$ cat src/rtl/mips_state_ctrl.sv
// rtl/mips_state_ctrl.sv - multi-cycle MIPS control state machine (fetch/decode/exec/mem/writeback)
//
// Ports:
//   clk          system clock, all state changes on the rising edge
//   reset        asynchronous active-low reset; holds State=FETCH, all enables 0
//   Instruction  current instruction word (stable from DECODE through WB)
//   RegPC        current PC; a zero PC in FETCH halts the CPU
//   waitrequest  memory stall, holds FETCH/MEM while high
//   alu_busy     multiply/divide still computing, holds EXEC while high
//   State        current state code fed to the PC block (PC updates only in WB)
//   mem_read     memory read request (instruction fetch or load)
//   mem_write    memory write request (store)
//   addr_sel     memory address source: 0 = RegPC, 1 = ALU result
//   ir_write     instruction register load, pulses when FETCH completes
//   reg_write    register file write enable, WB only
//   active       CPU running; 0 once halted
module mips_state_ctrl (
    input  logic        clk,
    input  logic        reset,
    input  logic [31:0] Instruction,
    input  logic [31:0] RegPC,
    input  logic        waitrequest,
    input  logic        alu_busy,
    output logic [2:0]  State,
    output logic        mem_read,
    output logic        mem_write,
    output logic        addr_sel,
    output logic        ir_write,
    output logic        reg_write,
    output logic        active
);

    typedef enum logic [2:0] {
        S_HALT   = 3'd0,
        S_FETCH  = 3'd1,
        S_DECODE = 3'd2,
        S_EXEC   = 3'd3,
        S_MEM    = 3'd4,
        S_WB     = 3'd5
    } state_t;

    state_t state_q;

    logic [5:0] opcode;
    logic [5:0] funct;
    logic [4:0] rt;
    logic       is_load;
    logic       is_store;
    logic       writes_reg;
    logic       pc_zero;

    // rs, rd and shamt do not influence control flow here
    logic unused_fields;
    assign unused_fields = ^{Instruction[25:21], Instruction[15:6]};

    assign opcode  = Instruction[31:26];
    assign funct   = Instruction[5:0];
    assign rt      = Instruction[20:16];
    assign pc_zero = (RegPC == 32'd0);

    always_comb begin
        is_load = (opcode >= 6'h20) && (opcode <= 6'h26);
        is_store = (opcode == 6'h28) || (opcode == 6'h29) || (opcode == 6'h2B);

        writes_reg = 1'b0;
        if (opcode == 6'h00) begin
            // R-type writes rd except jumps to register and HI/LO-only ops
            case (funct)
                6'h08, 6'h11, 6'h13,
                6'h18, 6'h19, 6'h1A, 6'h1B: writes_reg = 1'b0;
                default:                    writes_reg = 1'b1;
            endcase
        end else if (opcode >= 6'h08 && opcode <= 6'h0F) begin
            writes_reg = 1'b1;
        end else if (is_load) begin
            writes_reg = 1'b1;
        end else if (opcode == 6'h03) begin
            writes_reg = 1'b1;
        end else if (opcode == 6'h01 && (rt == 5'h10 || rt == 5'h11)) begin
            writes_reg = 1'b1;
        end
    end

    always_ff @(posedge clk or negedge reset) begin
        if (!reset) begin
            state_q <= S_FETCH;
        end else begin
            case (state_q)
                S_FETCH: begin
                    if (pc_zero)
                        state_q <= S_HALT;
                    else if (!waitrequest)
                        state_q <= S_DECODE;
                end
                S_DECODE: state_q <= S_EXEC;
                S_EXEC: begin
                    if (!alu_busy)
                        state_q <= (is_load || is_store) ? S_MEM : S_WB;
                end
                S_MEM: begin
                    if (!waitrequest)
                        state_q <= S_WB;
                end
                S_WB:    state_q <= S_FETCH;
                S_HALT:  state_q <= S_HALT;
                // unused codes 6/7 park in HALT so no enable can ever fire
                default: state_q <= S_HALT;
            endcase
        end
    end

    // Enables are decoded from the registered state plus the same-cycle
    // stall inputs: ir_write must coincide with the accepted fetch, and the
    // fetch request depends on the PC presented in that cycle. Every enable
    // is qualified by reset so assertion kills it without waiting for clk.
    always_comb begin
        mem_read  = 1'b0;
        mem_write = 1'b0;
        addr_sel  = 1'b0;
        ir_write  = 1'b0;
        reg_write = 1'b0;
        if (reset) begin
            case (state_q)
                S_FETCH: begin
                    mem_read = !pc_zero;
                    ir_write = !pc_zero && !waitrequest;
                end
                S_MEM: begin
                    addr_sel  = 1'b1;
                    mem_read  = is_load;
                    mem_write = !is_load && is_store;
                end
                S_WB:    reg_write = writes_reg;
                default: ;
            endcase
        end
    end

    assign State  = state_q;
    assign active = (state_q != S_HALT);

endmodule
$ cat config.mk
export PLATFORM = sky130hd
export DESIGN_NAME = mips_state_ctrl
export DESIGN_NICKNAME = d
export VERILOG_FILES = /design/src/rtl/mips_state_ctrl.sv
export SDC_FILE = /design/constraint.sdc
export NUM_CORES = 1
export LEC_CHECK = 0
export ABC_AREA = 0
export CAP_MARGIN = 20
export CORE_MARGIN = 5
export CORE_UTILIZATION = 20
export DETAILED_ROUTE_END_ITERATION = 7
export GPL_TIMING_DRIVEN = 0
export PLACE_DENSITY = 0.86
export SETUP_SLACK_MARGIN = 0.3
export SYNTH_ARGS = -nofsm -noshare
export SYNTH_HDL_FRONTEND = slang
export SYNTH_SLANG_ARGS = --single-unit
$ cat constraint.sdc
create_clock -name clk -period 2.7 [get_ports clk]
set_clock_uncertainty 0.15 [all_clocks]
set_input_delay 0.81 -clock clk [delete_from_list [all_inputs] [get_ports clk]]
set_output_delay 0.81 -clock clk [all_outputs]
set_load 0.05 [all_outputs]
==> summary.md, run 1 <==
| Metric | Value |
|---|---|
| Status | `finished with violations` |
| Failing checks | `negative setup slack` |
| Vias per std cell | `roughly 5.2` |
| Setup violations, final | `3` |
| Synth area leader | `nor4_1` |
| Largest net degree at the start of global routing | `10` |
| Clock power frac | `0.328` |
| Final min period | `between 2000 and 3000 ps` |
| Yosys warning count | `0` |
| Placed cell area | `~1100 um2` |
| RSZ-0062 raised after global routing | `yes` |
| Max-Cap Viols | `0` |
| Syn Nets | `126` |
| Max clock buf depth | `2` |
| CTS tree | `done` |
| Ys async rst share | `1.00` |
| Top cells by area, synth | `nor4_1 15%, dfrtp_1 12%, a2111oi_4 6.4%` |
| Worst reg2reg path depth | `6` |
| Count of pins over their slew limit | `0` |
| Fillers | `167` |
| Die area | `approximately 3200 um2` |
| Sequential power share | `0.194` |
| Post-synth EDFFs | `0` |
| Post-Syn Area | `between 400 and 500 um2` |
| Fmax | `about 0.34 GHz` |
| Post-synthesis sequential area ratio | `0.178` |
| Top FF cell, synth | `dfrtp_1` |
| #FFs+latches synth | `3` |
| R2r endpoint | `State[1]` |
| # DRC | `0` |
| Fraction of layout cells with a size suffix above 1 | `0.594` |
| Initial Util | `0.214` |
| Final worst slack | `-233 ps` |
| Multi-input logic area | `529 um2` |
| Storage element area | `~76 um2` |
| Static leakage | `~0.51 nW` |
| ANT cells | `0` |
| Switching share of total power | `0.288` |
| Worst hold path type | `input pin to async pin` |
| First-pass GRT wire length | `~3800 um` |
| Root buf cell | `clkbuf_4` |
| Final Cycle Share | `1.09` |
| Nets | `between 150 and 200` |
| Critical setup path kind | `input pin to output pin` |
| RR Startpoint | `State[0]` |
| Grt ovf | `0` |
| Measured slew at the worst slew-check pin | `slightly below 500 ps` |
| Clk Latency, worst-skew pair | `~230 ps` |
| Via count | `about 810` |
| Vias in the first global route | `around 910` |
| Area growth from synthesis to layout | `190%` |
| WP data required | `roughly 1700 ps` |
| Row cnt | `16` |
| Max IR drop VDD | `roughly 0.13 mV` |
| Final hold violation count | `0` |
| Critical Path Fanout Max | `2` |
| Dpl hpwl | `~1800 um` |
| Final WL | `2470 um` |
| Die H | `56.3 um` |
| Fin Hold WS | `roughly 310 ps` |
| GRT Util Overall | `0.151` |
| WL per Instance | `roughly 16 um` |
| Antenna violations before repair | `0` |
| Mean Syn Cell Area | `7.40 um2` |
| P_sw | `about 0.067 mW` |
| Num CTS Buffers | `3` |
| Reg2reg setup slack | `just under 1000 ps` |
| Share of the synthesized area in the top cell type | `0.146` |
| Cell-internal power | `between 0.15 and 0.2 mW` |
| # port buffers | `60` |
| Worst setup EP type | `output pin` |
| # IOs | `77` |
| CTS H-tree lvls | `1` |
| Rel. slew slack | `0.675` |
| Top-count cell post-synth | `nor4_1` |
| Setup TNS | `-588 ps` |
| Antenna Nets Post-Route | `0` |
| Core ar. | `about 2000 um2` |
| Syn Inst Count | `58` |
| Pwr/cell area | `between 150 and 200 nW/um2` |
| Most common library cells after synthesis | `10 x nor4_1, 6 x inv_1, 5 x nand2_1, 5 x o21ai_0` |
| Flip-flop count of the largest register after layout | `3` |
| Critical path startpoint category | `input pin` |
| Clock Sinks | `3` |
| Placer Congestion | `0.786` |
| Library cells used by synthesis | `26` |
| CP arrival | `between 1500 and 2000 ps` |
| Comb power frac | `0.478` |
| Design Area, Final | `approximately 1200 um2` |
| Clock-pin slew on the worst setup and hold paths | `roughly 40 ps` |
| First drt pass iteration count | `4` |
| First DRT Iteration DRCs | `12` |
| Die width | `56.3 um` |
-- worst max path at each step --
| stage | from | endpoint | cells after the start |
|---|---|---|---|
| global route | RegPC[28] | ir_write | 6 |
| finish | RegPC[4] | ir_write | 6 |
| floorplan | reset | mem_write | 4 |
| global placement | Instruction[28] | reg_write | 6 |
| CTS | Instruction[19] | reg_write | 6 |
| detailed placement | Instruction[28] | reg_write | 6 |
-- power by group through the flow --
stage	combinational [mW]	sequential (mW)	clock, mW
2_1_floorplan	0.0176	0.0458	0
3_3_place_gp	0.100	0.0458	0
3_5_place_dp	0.103	0.0458	0
4_1_cts	0.102	0.0453	0.0793
5_1_grt	0.117	0.0452	0.0836
6_report	0.112	0.0453	0.0764
-- metrics by stage --
step	power (mW)	setup WS, ps	cells	util
floorplan	0.0634	-501	58	-
global placement	0.146	-1350	145	0.568
detailed placement	0.149	-1360	145	0.568
CTS	0.227	-155	154	0.601
global route	0.246	-247	155	0.622
finish	0.233	-233	155	0.622
-- layout make-up --
class | instances | share of cell area
Inverter | 6 | 0.0181
Clock buffer | 4 | 0.0211
Multi-Input combinational cell | 49 | 0.425
Sequential cell | 3 | 0.0613
Timing Repair Buffer | 66 | 0.447
Tap cell | 27 | 0.0271
-- critical path, stage by stage --
cell and delay [ps]:
buf_8 100, nor4_4 290, nand4_1 220, o211ai_1 320
nor2_2 70, buf_6 160
-- routing by layer --
layer | routed length, um | track usage | vias up
li1 | - | - | 376
met1 | 888 | 0.153 | 365
met2 | 1320 | 0.289 | 60
met3 | 200 | 0.0298 | 8
met4 | 62 | 0.0780 | 0
met5 | 0 | 0 | -
-- placed cells by master (no fill, tap or decap), types with 4 or more instances in the layout --
| cell | synthesis | routed |
|---|---|---|
| inv_1 | 6 | 6 |
| o21ai_0 | 5 | 4 |
| nand4_1 | 4 | 4 |
| buf_2 | 0 | 21 |
| clkdlybuf4s50_1 | 0 | 7 |
| buf_6 | 0 | 16 |
| clkdlybuf4s15_1 | 0 | 7 |
| buf_4 | 0 | 8 |
| nor4_4 | 0 | 6 |
-- logic make-up (layout without fill, tap and decap cells) --
kind of cell           Yosys count  in the layout  share of synthesized area
AO/OA/AOI/OAI                   17             17                      0.353
AND/OR/NAND/NOR                 32             32                      0.417
flip-flops                       3              3                      0.178
buffers and inverters            6             76                     0.0525
-- timing repair --
action	CTS	global route
hold buffers	0	0
pin swaps	23	8
setup buffers	5	1
gates resized for setup	213	14
endpoints found under the setup margin	9	6
No activity file was read; power rests on OpenSTA's default activity.
==> inputs of run 2 (changes only) <==
--- a/config.mk
+++ b/config.mk
@@ -8,10 +8,10 @@
 export ABC_AREA = 0
 export CAP_MARGIN = 20
 export CORE_MARGIN = 5
-export CORE_UTILIZATION = 20
+export CORE_UTILIZATION = 22
 export DETAILED_ROUTE_END_ITERATION = 7
 export GPL_TIMING_DRIVEN = 0
-export PLACE_DENSITY = 0.86
+export PLACE_DENSITY = 0.93
 export SETUP_SLACK_MARGIN = 0.3
 export SYNTH_ARGS = -nofsm -noshare
 export SYNTH_HDL_FRONTEND = slang
==> constraint.sdc (replaced) <==
create_clock -name clk -period 3.6 [get_ports clk]
set_clock_uncertainty 0.15 [all_clocks]
set_input_delay 1.08 -clock clk [delete_from_list [all_inputs] [get_ports clk]]
set_output_delay 1.08 -clock clk [all_outputs]
set_load 0.05 [all_outputs]
==> run 2 against run 1 <==
Against the previous run:
- the flow now finishes without violations
- setup slack better by 420 ps
- final cell count up 7.7%
- hold slack better by 160 ps
- non-clock buffer count up 12
- die area down 7.5%
- final area up 11%
- power down 20%
- global-route usage up 3.8 points
- highest routed layer unchanged
==> summary.md, run 2 (same netlist as run 1, synthesis figures left out) <==
| Metric | Value |
|---|---|
| # DRC | `0 (unchanged)` |
| Commonest non-fill, non-tap cell in the layout | `buf_6 (was buf_2)` |
| Worst reg2reg path depth | `18 (was 6)` |
| P_sw | `0.0566 mW (was 0.0672 mW)` |
| Fin Hold WS | `475 ps (was 313 ps)` |
| Sequential power share | `0.183 (was 0.194)` |
| Max clock buf depth | `2 (unchanged)` |
| CTS tree | `done (unchanged)` |
| R2r endpoint | `State[1] (unchanged)` |
| CP arrival | `2180 ps (was 1970 ps)` |
| First DRT Iteration DRCs | `16 (was 12)` |
| Met2 Usage GRT | `0.341 (was 0.289)` |
| Comb power frac | `0.484 (was 0.478)` |
| WL per Instance | `18.6 um (was 15.9 um)` |
| Final WL | `3100 um (was 2470 um)` |
| RR Startpoint | `State[0] (unchanged)` |
| GRT Util Overall | `0.189 (was 0.151)` |
| Fmax | `between 0.2 and 0.3 GHz` |
| First-pass GRT wire length | `4130 um (was 3820 um)` |
| Placer Congestion | `0.703 (was 0.786)` |
| Die area | `2930 um2 (was 3170 um2)` |
| Max-Cap Viols | `0 (unchanged)` |
| First drt pass iteration count | `4 (unchanged)` |
| Area growth from synthesis to layout | `223% (was 190%)` |
| Final Cycle Share | `0.947` |
| Met1 Use GR | `0.198 (was 0.153)` |
| Fillers | `116 (was 167)` |
| Rel. slew slack | `0.664 (was 0.675)` |
| Placed cell area | `1130 um2 (was 1140 um2)` |
| Die H | `54.2 um (was 56.3 um)` |
| Die width | `54.2 um (was 56.3 um)` |
| Final Util | `0.729 (was 0.622)` |
| Critical path startpoint category | `input pin (unchanged)` |
| Vias in the first global route | `970 (was 905)` |
| Clock power frac | `0.333 (was 0.328)` |
| Largest net degree at the start of global routing | `10 (unchanged)` |
| Static leakage | `0.593 nW (was 0.507 nW)` |
| RSZ-0062 raised after global routing | `yes (unchanged)` |
| Critical setup path kind | `input pin to output pin (unchanged)` |
| Status | `complete, no violations (was finished with violations)` |
| Num CTS Buffers | `3 (unchanged)` |
| Core ar. | `1900 um2 (was 2000 um2)` |
| Antenna violations before repair | `0 (unchanged)` |
| Measured slew at the worst slew-check pin | `502 ps (was 490 ps)` |
| Commonest cells after routing, fill and taps aside | `20 x buf_6, 18 x buf_4, 16 x buf_2 (was 21 x buf_2, 16 x buf_6, 8 x buf_4)` |
| Grt ovf | `0 (unchanged)` |
| Final min period | `3410 ps` |
| # port buffers | `60 (unchanged)` |
| Worst setup EP type | `output pin (unchanged)` |
| Nets | `209 (was 197)` |
| Dpl hpwl | `1800 um (was 1790 um)` |
| Setup TNS | `0 ps (was -588 ps)` |
| Design Area, Final | `1390 um2 (was 1240 um2)` |
| Gr busiest metal | `met2 (unchanged)` |
| Setup violations, final | `0 (was 3)` |
| WP data required | `2370 ps (was 1740 ps)` |
| Worst hold path type | `input pin to async pin (unchanged)` |
| Initial Util | `0.226 (was 0.214)` |
| Fraction of layout cells with a size suffix above 1 | `0.629 (was 0.594)` |
| Critical Path Fanout Max | `1 (was 2)` |
| Switching share of total power | `0.305 (was 0.288)` |
| Row cnt | `16 (unchanged)` |
| Met3 GRT Util | `0.0554 (was 0.0298)` |
| Clock Sinks | `3 (unchanged)` |
| Reg2reg setup slack | `340 ps (was 980 ps)` |
| Placed insts | `145 (unchanged)` |
| Flip-flop count of the largest register after layout | `3 (unchanged)` |
| Pwr/cell area | `134 nW/um2 (was 187 nW/um2)` |
| Count of pins over their slew limit | `0 (unchanged)` |
| Vias per std cell | `5.41 (was 5.22)` |
| Antenna Nets Post-Route | `0 (unchanged)` |
| Via count | `903 (was 809)` |
| Final hold violation count | `0 (unchanged)` |
| Clk Latency, worst-skew pair | `240 ps (was 230 ps)` |
| # IOs | `77 (unchanged)` |
| Max IR drop VDD | `0.119 mV (was 0.129 mV)` |
| Clock-pin slew on the worst setup and hold paths | `40 ps (about the same)` |
| CTS H-tree lvls | `1 (unchanged)` |
| Post-Layout Cell Count | `167 (was 155)` |
| ANT cells | `0 (unchanged)` |
| Root buf cell | `clkbuf_4 (unchanged)` |
| Cell-internal power | `0.129 mW (was 0.166 mW)` |
[run 2: changes by cell type in the layout (fill, tap and decap cells not counted), moves of 4 or more]
| cell | previous run | this run |
|---|---|---|
| buf_4 | 8 | 18 |
| dlymetal6s2s_1 | 0 | 4 |
| buf_6 | 16 | 20 |
| buf_2 | 21 | 16 |
[run 2: cell type report]
type,instances,area (um2),area share
Multi-Input combinational cell,49,533,0.384
Sequential cell,3,76.3,0.0551
Clock buffer,4,26.3,0.0190
Timing Repair Buffer,78,694,0.501
Tap cell,27,33.8,0.0244
Inverter,6,22.5,0.0162
[run 2: how the worst max path moves through the flow]
| stage | slack [ps] | to | start | cells past startpoint |
|---|---|---|---|---|
| after global placement | -980 | reg_write | Instruction[28] | 6 |
| after floorplan | -140 | mem_write | reset | 4 |
| final | 190 | reg_write | Instruction[20] | 6 |
| after global routing | 130 | reg_write | Instruction[26] | 6 |
| after CTS | 180 | reg_write | Instruction[18] | 6 |
| after detailed placement | -1010 | reg_write | Instruction[28] | 6 |
[run 2: routing by layer]
layer | wire (um) | share of wire | up-vias
met5 | 0 | 0 | -
met4 | 131 | 0.042 | 0
met3 | 296 | 0.096 | 14
met2 | 1570 | 0.51 | 70
met1 | 1100 | 0.36 | 419
li1 | - | - | 400
[run 2: metrics by stage]
step,setup WS (ps),power [mW]
3_5_place_dp,-1010,0.112
5_1_grt,127,0.195
4_1_cts,182,0.164
3_3_place_gp,-985,0.110
6_report,189,0.186
2_1_floorplan,-141,0.0475
[run 2: repair_timing]
action                                  4_1_cts  5_1_grt
gates cloned                                  0        0
setup buffers                                15        3
gates resized for setup                     189       33
endpoints found under the setup margin        5        6
pin swaps                                    20       14
hold buffers                                  0        0
[run 2: power groups by stage]
| stage | clock network [mW] | logic [mW] | registers (mW) |
|---|---|---|---|
| after floorplan | 0 | 0.0131 | 0.0344 |
| after global placement | 0 | 0.0758 | 0.0343 |
| after detailed placement | 0 | 0.0780 | 0.0343 |
| after CTS | 0.0600 | 0.0702 | 0.0340 |
| after global routing | 0.0666 | 0.0943 | 0.0339 |
| final | 0.0619 | 0.0899 | 0.0339 |
[run 2: critical path, cell delays in order]
cell and delay [ps]:
clkdlybuf4s15_1 160, or4b_4 450, nand4_1 100, nand3_2 90
a21oi_4 130, buf_6 170
